`src/rtl/frame_writer_1_a.sv`:
```
// Write-side address generator for frame buffer RAM1 port A.
// Captures one SOF-aligned frame per arm request into addresses 0..FRAME_PIXELS-1.
module frame_writer_1_a #(
    parameter int unsigned ADDR_W       = 18,
    parameter int unsigned DATA_W       = 16,
    parameter int unsigned FRAME_PIXELS = 153600
) (
    input  logic              clk,
    input  logic              Reset_Main,
    input  logic              arm,
    input  logic              pix_valid,
    input  logic              pix_sof,
    input  logic [DATA_W-1:0] pix_data,
    output logic [ADDR_W-1:0] addr_1a,
    output logic [DATA_W-1:0] din_1a,
    output logic              we_1a,
    output logic              busy,
    output logic              frame_done,
    output logic              sync_err
);

    typedef enum logic [1:0] {
        StIdle,
        StWaitSof,
        StWrite
    } state_e;

    localparam logic [ADDR_W-1:0] LastAddr = ADDR_W'(FRAME_PIXELS - 1);

    state_e            state_q, state_d;
    logic [ADDR_W-1:0] count_q, count_d;
    logic [ADDR_W-1:0] addr_q, addr_d;
    logic [DATA_W-1:0] din_q, din_d;
    logic              we_q, we_d;
    logic              done_q, done_d;
    logic              err_q, err_d;
    logic              busy_q, busy_d;

    always_ff @(posedge clk or posedge Reset_Main) begin
        if (Reset_Main) begin
            state_q <= StIdle;
            count_q <= '0;
            addr_q  <= '0;
            din_q   <= '0;
            we_q    <= 1'b0;
            done_q  <= 1'b0;
            err_q   <= 1'b0;
            busy_q  <= 1'b0;
        end else begin
            state_q <= state_d;
            count_q <= count_d;
            addr_q  <= addr_d;
            din_q   <= din_d;
            we_q    <= we_d;
            done_q  <= done_d;
            err_q   <= err_d;
            busy_q  <= busy_d;
        end
    end

    always_comb begin
        state_d = state_q;
        count_d = count_q;
        addr_d  = addr_q;
        din_d   = din_q;
        we_d    = 1'b0;
        done_d  = 1'b0;
        err_d   = err_q;

        unique case (state_q)
            StIdle: begin
                if (arm) begin
                    state_d = StWaitSof;
                    err_d   = 1'b0;
                end
            end
            StWaitSof: begin
                if (pix_valid && pix_sof) begin
                    we_d    = 1'b1;
                    addr_d  = '0;
                    din_d   = pix_data;
                    count_d = ADDR_W'(1);
                    state_d = StWrite;
                end
            end
            StWrite: begin
                if (pix_valid) begin
                    we_d  = 1'b1;
                    din_d = pix_data;
                    if (pix_sof) begin
                        // Early SOF restarts the frame, even on the final slot.
                        err_d   = 1'b1;
                        addr_d  = '0;
                        count_d = ADDR_W'(1);
                    end else begin
                        addr_d = count_q;
                        if (count_q == LastAddr) begin
                            done_d  = 1'b1;
                            count_d = '0;
                            state_d = StIdle;
                        end else begin
                            count_d = count_q + ADDR_W'(1);
                        end
                    end
                end
            end
            default: begin
                state_d = StIdle;
                count_d = '0;
            end
        endcase

        busy_d = (state_d != StIdle);
    end

    assign addr_1a    = addr_q;
    assign din_1a     = din_q;
    assign we_1a      = we_q;
    assign busy       = busy_q;
    assign frame_done = done_q;
    assign sync_err   = err_q;

endmodule

```
`config.mk`:
```
export PLATFORM = sky130hd
export DESIGN_NAME = frame_writer_1_a
export DESIGN_NICKNAME = d
export VERILOG_FILES = /design/src/rtl/frame_writer_1_a.sv
export SDC_FILE = /design/constraint.sdc
export NUM_CORES = 1
export LEC_CHECK = 0
export CAP_MARGIN = 20
export CORE_ASPECT_RATIO = 0.7
export CORE_MARGIN = 4
export CORE_UTILIZATION = 25
export DETAILED_ROUTE_END_ITERATION = 8
export PLACE_DENSITY = 0.57
export SLEW_MARGIN = 40
export SYNTH_ARGS = -nofsm -noshare
export SYNTH_HDL_FRONTEND = slang
export SYNTH_SLANG_ARGS = --single-unit
```
`constraint.sdc`:
```
create_clock -name clk -period 2.2 [get_ports clk]
set_input_delay 0.44 -clock clk [delete_from_list [all_inputs] [get_ports clk]]
set_output_delay 0.44 -clock clk [all_outputs]
set_load 0.01 [all_outputs]
```
==> results.cfg, run 1 <==
[status]
outcome = finished clean

[synth]
yosysTopAreaCellShare_pct = 52.8
net_count_after_synthesis = 303
synthArstFlopShare_pct = 100
yosysTopAreaCell = sky130_fd_sc_hd__dfrtp_1
synth.distinct_cells = 41
yosysWarningCount = 0
number_of_enable_flip_flop_cells_after_synthesis = 0
synth_sequential_area_ratio_pct = 52.8
flops_latches_synth = 58
synthesis.instances = 277
syn-mean-instance-area_um2 = 9.93
postSynth.topFlopCell = sky130_fd_sc_hd__dfrtp_1
synth.cell_area_um2 = 2750
post_synth_main_area_contributors = sky130_fd_sc_hd__dfrtp_1, sky130_fd_sc_hd__nand2_1, sky130_fd_sc_hd__mux2_2, sky130_fd_sc_hd__o21ai_0, sky130_fd_sc_hd__a21oi_1

[detailed_routing]
final_antenna_net_count = 0
wirelength_um = 6770
drt-vias-per-instance = 4.48
wl_per_cell_um = 13.2
detailedRoute.firstPassIterationCount = 4
via_count = 2293
route.detailed.drc = 0
detail_route.iter0.violations = 102

[global_routing]
largest_net_degree_at_the_start_of_global_routing = 59
grt_first_pass_wirelength_um = 11400
overflow = 0
initial_antenna_violation_count = 0
grt_usage_pct = 11.5
grt_pass1_vias = 2255

[clock_tree]
htree_num_levels = 3
cts_max_path_buffers = 2
tritoncts_clock_tree = yes
clk_pin_slew_worst_paths_ns = 0.05
post_cts_hold_buffer_count = 0
cts_inserted_buffers = 9
cts.sinks = 58
insertion_delay_ns = 0.33
cts.root.buffer_cell = sky130_fd_sc_hd__clkbuf_16

[worst_setup_path]
worst_setup_path_startpoint = count_q[1]
critPathArrivalTime_ns = 2.25
setup.worst_path.start_class = flip-flop
cp-end-kind = flip-flop
critical_path_class = reg -> reg
worstReg2RegStart = count_q[1]
crit_fanout = 5
max_stage_delay_ns = 0.52
crit_required_ns = 2.40
cp_cell_sequence = ha_1 > nand3_4 > or3_4 > or4_4 > a31oi_1 > o21ai_1
cpMaxStageDelayCell = sky130_fd_sc_hd__or4_4

[layout]
fin_area_um2 = 4040
layout-drive-gt1-share_pct = 18.4
final_net_count = 385
final_cell_mix = sky130_fd_sc_hd__dfrtp_1, sky130_fd_sc_hd__clkdlybuf4s50_1, sky130_fd_sc_hd__nand2_1, sky130_fd_sc_hd__o21ai_0, sky130_fd_sc_hd__buf_4
finish.cell_count_without_fillers = 512
num_antenna_cells = 0
syn2layout_area_growth_pct = 46.8

[die]
floorplan.die.height_um = 95.8
rows = 31
floorplan.initialDensity_pct = 26.1
core_area_um2 = 10600
fp.dieW_um = 133
die_area_um2 = 12800
floorplan.io_pins = 59

[place]
dpl.hpwl_um = 4840
place_area_um2 = 3680
globalplace.congestion = 0.838
port_buffers = 58
pre_cts_slack_ns = 0.0241
dpl.cell_count = 496

[power]
pwr_density_cell_nw_per_um2 = 1040
combPwrFrac_pct = 29.1
power_leakage_uw = 0.00168
design_power_uw = 4210
sw_frac_of_total_pct = 27.0
share_seq_of_total_power_pct = 31.9
clkPwrFrac_pct = 39.0
switchingPower_uw = 1140
cellInternalPower_uw = 3070
power.ir.vdd_worst_uv = 394

[sta]
grt_setup_unrepaired = false
worst_pin_slew_ns = 0.367
fin_setup_tns_ns = 0
finClkSkew_ns = 0.00632
finalSetupViolCount = 0
timing.fmax_mhz = 487
finalCriticalPeriod_ns = 2.05
worst_slack_ns = 0.147
final-hold-violation-count = 0
slew_violations = 0
timing.max_slew.rel_slack_pct = 75.3
period_share_pct = 93.3

[min_path]
hold_class = reg -> reg
timing.hold.worst.start = addr_1a[4]

[job]
drv.max_cap_violation_count = 0
-- cells by family (layout without fill, tap and decap cells) --
kind of cell	count (synthesis)	count (layout)	synth area share [%]
simple gates	110	110	19.9
compound gates	64	64	13.8
flops	58	58	52.8
mux	21	21	8.42
buf+inv	19	106	2.82
fa+ha+maj	5	5	2.27
-- Yosys cell counts (2+ instances only) --
library cell / n
sky130_fd_sc_hd__mux2i_1: 4
sky130_fd_sc_hd__dfrtp_1: 58
sky130_fd_sc_hd__nor2_1: 10
sky130_fd_sc_hd__mux2_2: 17
sky130_fd_sc_hd__nand2_1: 57
sky130_fd_sc_hd__inv_1: 7
sky130_fd_sc_hd__nand3_1: 10
sky130_fd_sc_hd__a31oi_1: 3
sky130_fd_sc_hd__a21o_1: 2
sky130_fd_sc_hd__a22o_1: 5
sky130_fd_sc_hd__nand3b_1: 3
sky130_fd_sc_hd__nand2b_1: 3
sky130_fd_sc_hd__nor3_1: 6
sky130_fd_sc_hd__clkbuf_1: 9
sky130_fd_sc_hd__nor2b_1: 3
sky130_fd_sc_hd__ha_1: 5
sky130_fd_sc_hd__o31ai_1: 2
sky130_fd_sc_hd__o21ai_1: 2
sky130_fd_sc_hd__buf_2: 2
sky130_fd_sc_hd__nor4_1: 2
sky130_fd_sc_hd__a21oi_1: 13
sky130_fd_sc_hd__nand4_1: 2
sky130_fd_sc_hd__and3_1: 4
sky130_fd_sc_hd__o21ai_0: 31
-- flip-flops by register name, summed over array words and instances (netlist names) --
name,cells
din_1a,16
state_q,2
addr_1a,18
we_1a,1
busy,1
frame_done,1
sync_err,1
count_q,18
-- layout make-up --
cell class	instances	area, um2
fillers	1088	6510
flip-flops and latches	58	1450
multi-input cells	200	1230
repair buffers	83	793
clock buffers	12	256
well taps	148	185
clock inverters	4	97.6
inverters	7	26.3
-- what timing repair did --
item,CTS,global route
endpoints found under the hold margin,0,0
setup buffers,0,0
gates resized for setup,0,1
endpoints found under the setup margin,0,1
-- layer usage --
metal / wire, um / global-route usage [%] / up-vias
met3: 389 / 4.49 / 9
li1: - / - / 1144
met5: 0 / 0 / -
met1: 3370 / 15.7 / 1086
met2: 2910 / 16.3 / 54
met4: 106 / 4.37 / 0
-- metrics by stage --
step                      util [%]  hold slack [ns]
after CTS                     38.2            0.484
after detailed placement      34.9            0.472
after global routing          38.3            0.493
after global placement        34.9            0.462
after floorplan                  -            0.505
final                         38.3            0.478
-- critical path: cells and delay by family (launching register included) --
kind	cells	cell delay (ns)
flops	1	0.35
simple gates	3	1.05
compound gates	2	0.30
fa+ha+maj	1	0.24
-- path summary, 6_finish.rpt --
path                       cells after the start          to  slack (ns)
setup / recovery                               6  count_q[0]        0.15
hold reg to reg                                2  addr_1a[4]        0.48
min in group asynchronous                      3  din_1a[14]        0.50
max in group asynchronous                      3  state_q[0]        1.45
hold / removal                                 2  addr_1a[4]        0.48
setup reg to reg                               6  count_q[0]        0.15
-- power by group through the flow --
stage                     Sequential, uW  Combinational [uW]  Clock (uW)
after floorplan                     1440                 568           0
after global placement              1360                1230           0
after detailed placement            1360                1240           0
after CTS                           1350                1250        1690
after global routing                1370                1360        1740
final                               1340                1230        1640
No activity file was read; power rests on OpenSTA's default activity.
==> inputs of run 2 (changes only) <==
CELL_PAD_IN_SITES_DETAIL_PLACEMENT = 1   (was default)
CELL_PAD_IN_SITES_GLOBAL_PLACEMENT = 1   (was default)
PLACE_DENSITY = 0.67   (was 0.57)
==> results.cfg, run 2 (same netlist as run 1, synthesis figures left out) <==
[worst_setup_path]
cp-end-kind = flip-flop
worst_r2r_endpoint = count_q[0]
cp_cell_sequence = ha_1 > nand3_4 > or3_4 > or4_4 > a31oi_1 > o21ai_1
critPathArrivalTime_ns = 2.27
max_stage_delay_ns = 0.52
crit_required_ns = 2.40
worst-r2r-cell-count = 6
timing.critical_path.to = count_q[0]
setup.worst_path.start_class = flip-flop
critical_path_class = reg -> reg
crit_fanout = 5
worst_setup_path_startpoint = count_q[0]
worstReg2RegStart = count_q[0]
r2r_setup_slack_ns = 0.13
cpMaxStageDelayCell = sky130_fd_sc_hd__or4_4

[detailed_routing]
drt-vias-per-instance = 4.55
wirelength_um = 7500
via_count = 2326
wl_per_cell_um = 14.7
detailedRoute.firstPassIterationCount = 4
detail_route.iter0.violations = 145
final_antenna_net_count = 0
route.detailed.drc = 0

[global_routing]
globalRoute.busiestLayer = met2
gr_met1_demand_resource_pct = 15.9
grt_util_met2_pct = 19.9
grt_pass1_vias = 2438
largest_net_degree_at_the_start_of_global_routing = 39
grt_first_pass_wirelength_um = 12500
grt_usage_pct = 12.4
overflow = 0
grtUsageMet3_pct = 4.34
initial_antenna_violation_count = 0

[layout]
multi_input_area_um2 = 1230
flip_flop_and_latch_area_um2 = 1450
fin_area_um2 = 4030
layout-drive-gt1-share_pct = 18.7
final_net_count = 384
final_cell_mix = sky130_fd_sc_hd__dfrtp_1, sky130_fd_sc_hd__clkdlybuf4s50_1, sky130_fd_sc_hd__nand2_1, sky130_fd_sc_hd__o21ai_0, sky130_fd_sc_hd__buf_4
num_antenna_cells = 0
syn2layout_area_growth_pct = 46.5
fillers = 1214

[clock_tree]
cts.sinks = 58
insertion_delay_ns = 0.33
cts_max_path_buffers = 2
htree_num_levels = 3
cts.root.buffer_cell = sky130_fd_sc_hd__clkbuf_16
post_cts_hold_buffer_count = 0
tritoncts_clock_tree = yes
cts_inserted_buffers = 9
clk_pin_slew_worst_paths_ns = 0.05

[place]
dpl.hpwl_um = 5470
port_buffers = 58
globalplace.congestion = 0.778
place_area_um2 = 3670

[power]
power.ir.vdd_worst_uv = 425
sw_frac_of_total_pct = 27.4
clkPwrFrac_pct = 38.7
combPwrFrac_pct = 29.5
design_power_uw = 4230
switchingPower_uw = 1160
share_seq_of_total_power_pct = 31.8
cellInternalPower_uw = 3070
power_leakage_uw = 0.00168
pwr_density_cell_nw_per_um2 = 1050

[sta]
finalCriticalPeriod_ns = 2.07
slew_violations = 0
timing.max_slew.rel_slack_pct = 68.0
fin_setup_tns_ns = 0
finalSetupViolCount = 0
period_share_pct = 94.1
worst_pin_slew_ns = 0.479
timing.fmax_mhz = 483
grt_setup_unrepaired = false
final-hold-violation-count = 0
finClkSkew_ns = 0.00417

[die]
floorplan.initialDensity_pct = 26.1
floorplan.io_pins = 59
die_area_um2 = 12800
rows = 31
core_area_um2 = 10600
floorplan.die.height_um = 95.8
fp.dieW_um = 133

[job]
drv.max_cap_violation_count = 0

[min_path]
hold_class = in -> async

[status]
outcome = finished clean
[run 2: cell count changes in the layout (fill, tap and decap cells not counted), sizes merged]
cell,change
clkinv,+2
buf,-1
clkbuf,-1
clkinvlp,-1
[run 2: critical path: cells and delay by family (launching register included)]
family,cells,cell delay (ns)
and+or+nand+nor,3,1.06
adders and majority gates,1,0.26
AOI/OAI and AO/OA,2,0.29
DFF,1,0.34
[run 2: per-stage QoR]
stage          hold WS, ns  utilization [%]  setup WS, ns  cells
6_report             0.460             38.2         0.129    511
5_1_grt              0.510             38.2       0.00763    511
4_1_cts              0.480             38.1        0.0989    511
3_5_place_dp         0.473             34.8       -0.0586    495
3_3_place_gp         0.460             34.8        0.0346    495
2_1_floorplan        0.505                -         0.143    277
[run 2: per-layer routing]
| layer | vias to the layer above | part of all wire, % |
|---|---|---|
| met1 | 1137 | 48 |
| met3 | 10 | 4.9 |
| li1 | 1140 | - |
| met2 | 39 | 46 |
| met5 | - | 0 |
| met4 | 0 | 1.2 |
[run 2: final cells by class]
type                    count  area share, %
clock buffers              11           6.27
clock inverters             5           2.48
inverters                   7          0.652
multi-input cells         200           30.5
flip-flops and latches     58           36.0
well taps                 148           4.59
repair buffers             82           19.5
[run 2: worst min-delay path by stage]
stage	from	endpoint	cells past startpoint
floorplan	count_q[12]	count_q[12]	1
global placement	addr_1a[4]	addr_1a[4]	2
detailed placement	addr_1a[4]	addr_1a[4]	2
CTS	Reset_Main	addr_1a[3]	2
global route	din_1a[0]	din_1a[0]	1
finish	Reset_Main	addr_1a[3]	2
[run 2: power groups by stage]
stage	registers, uW	clock network, uW	logic, uW
6_report	1340	1640	1250
5_1_grt	1360	1730	1370
4_1_cts	1350	1670	1270
3_5_place_dp	1360	0	1250
3_3_place_gp	1360	0	1230
2_1_floorplan	1440	0	568
[run 2: repair_timing]
| item | 4_1_cts | 5_1_grt |
|---|---|---|
| endpoints found under the setup margin | 0 | 8 |
| buffers inserted | 0 | 0 |
| resized for setup | 0 | 3 |
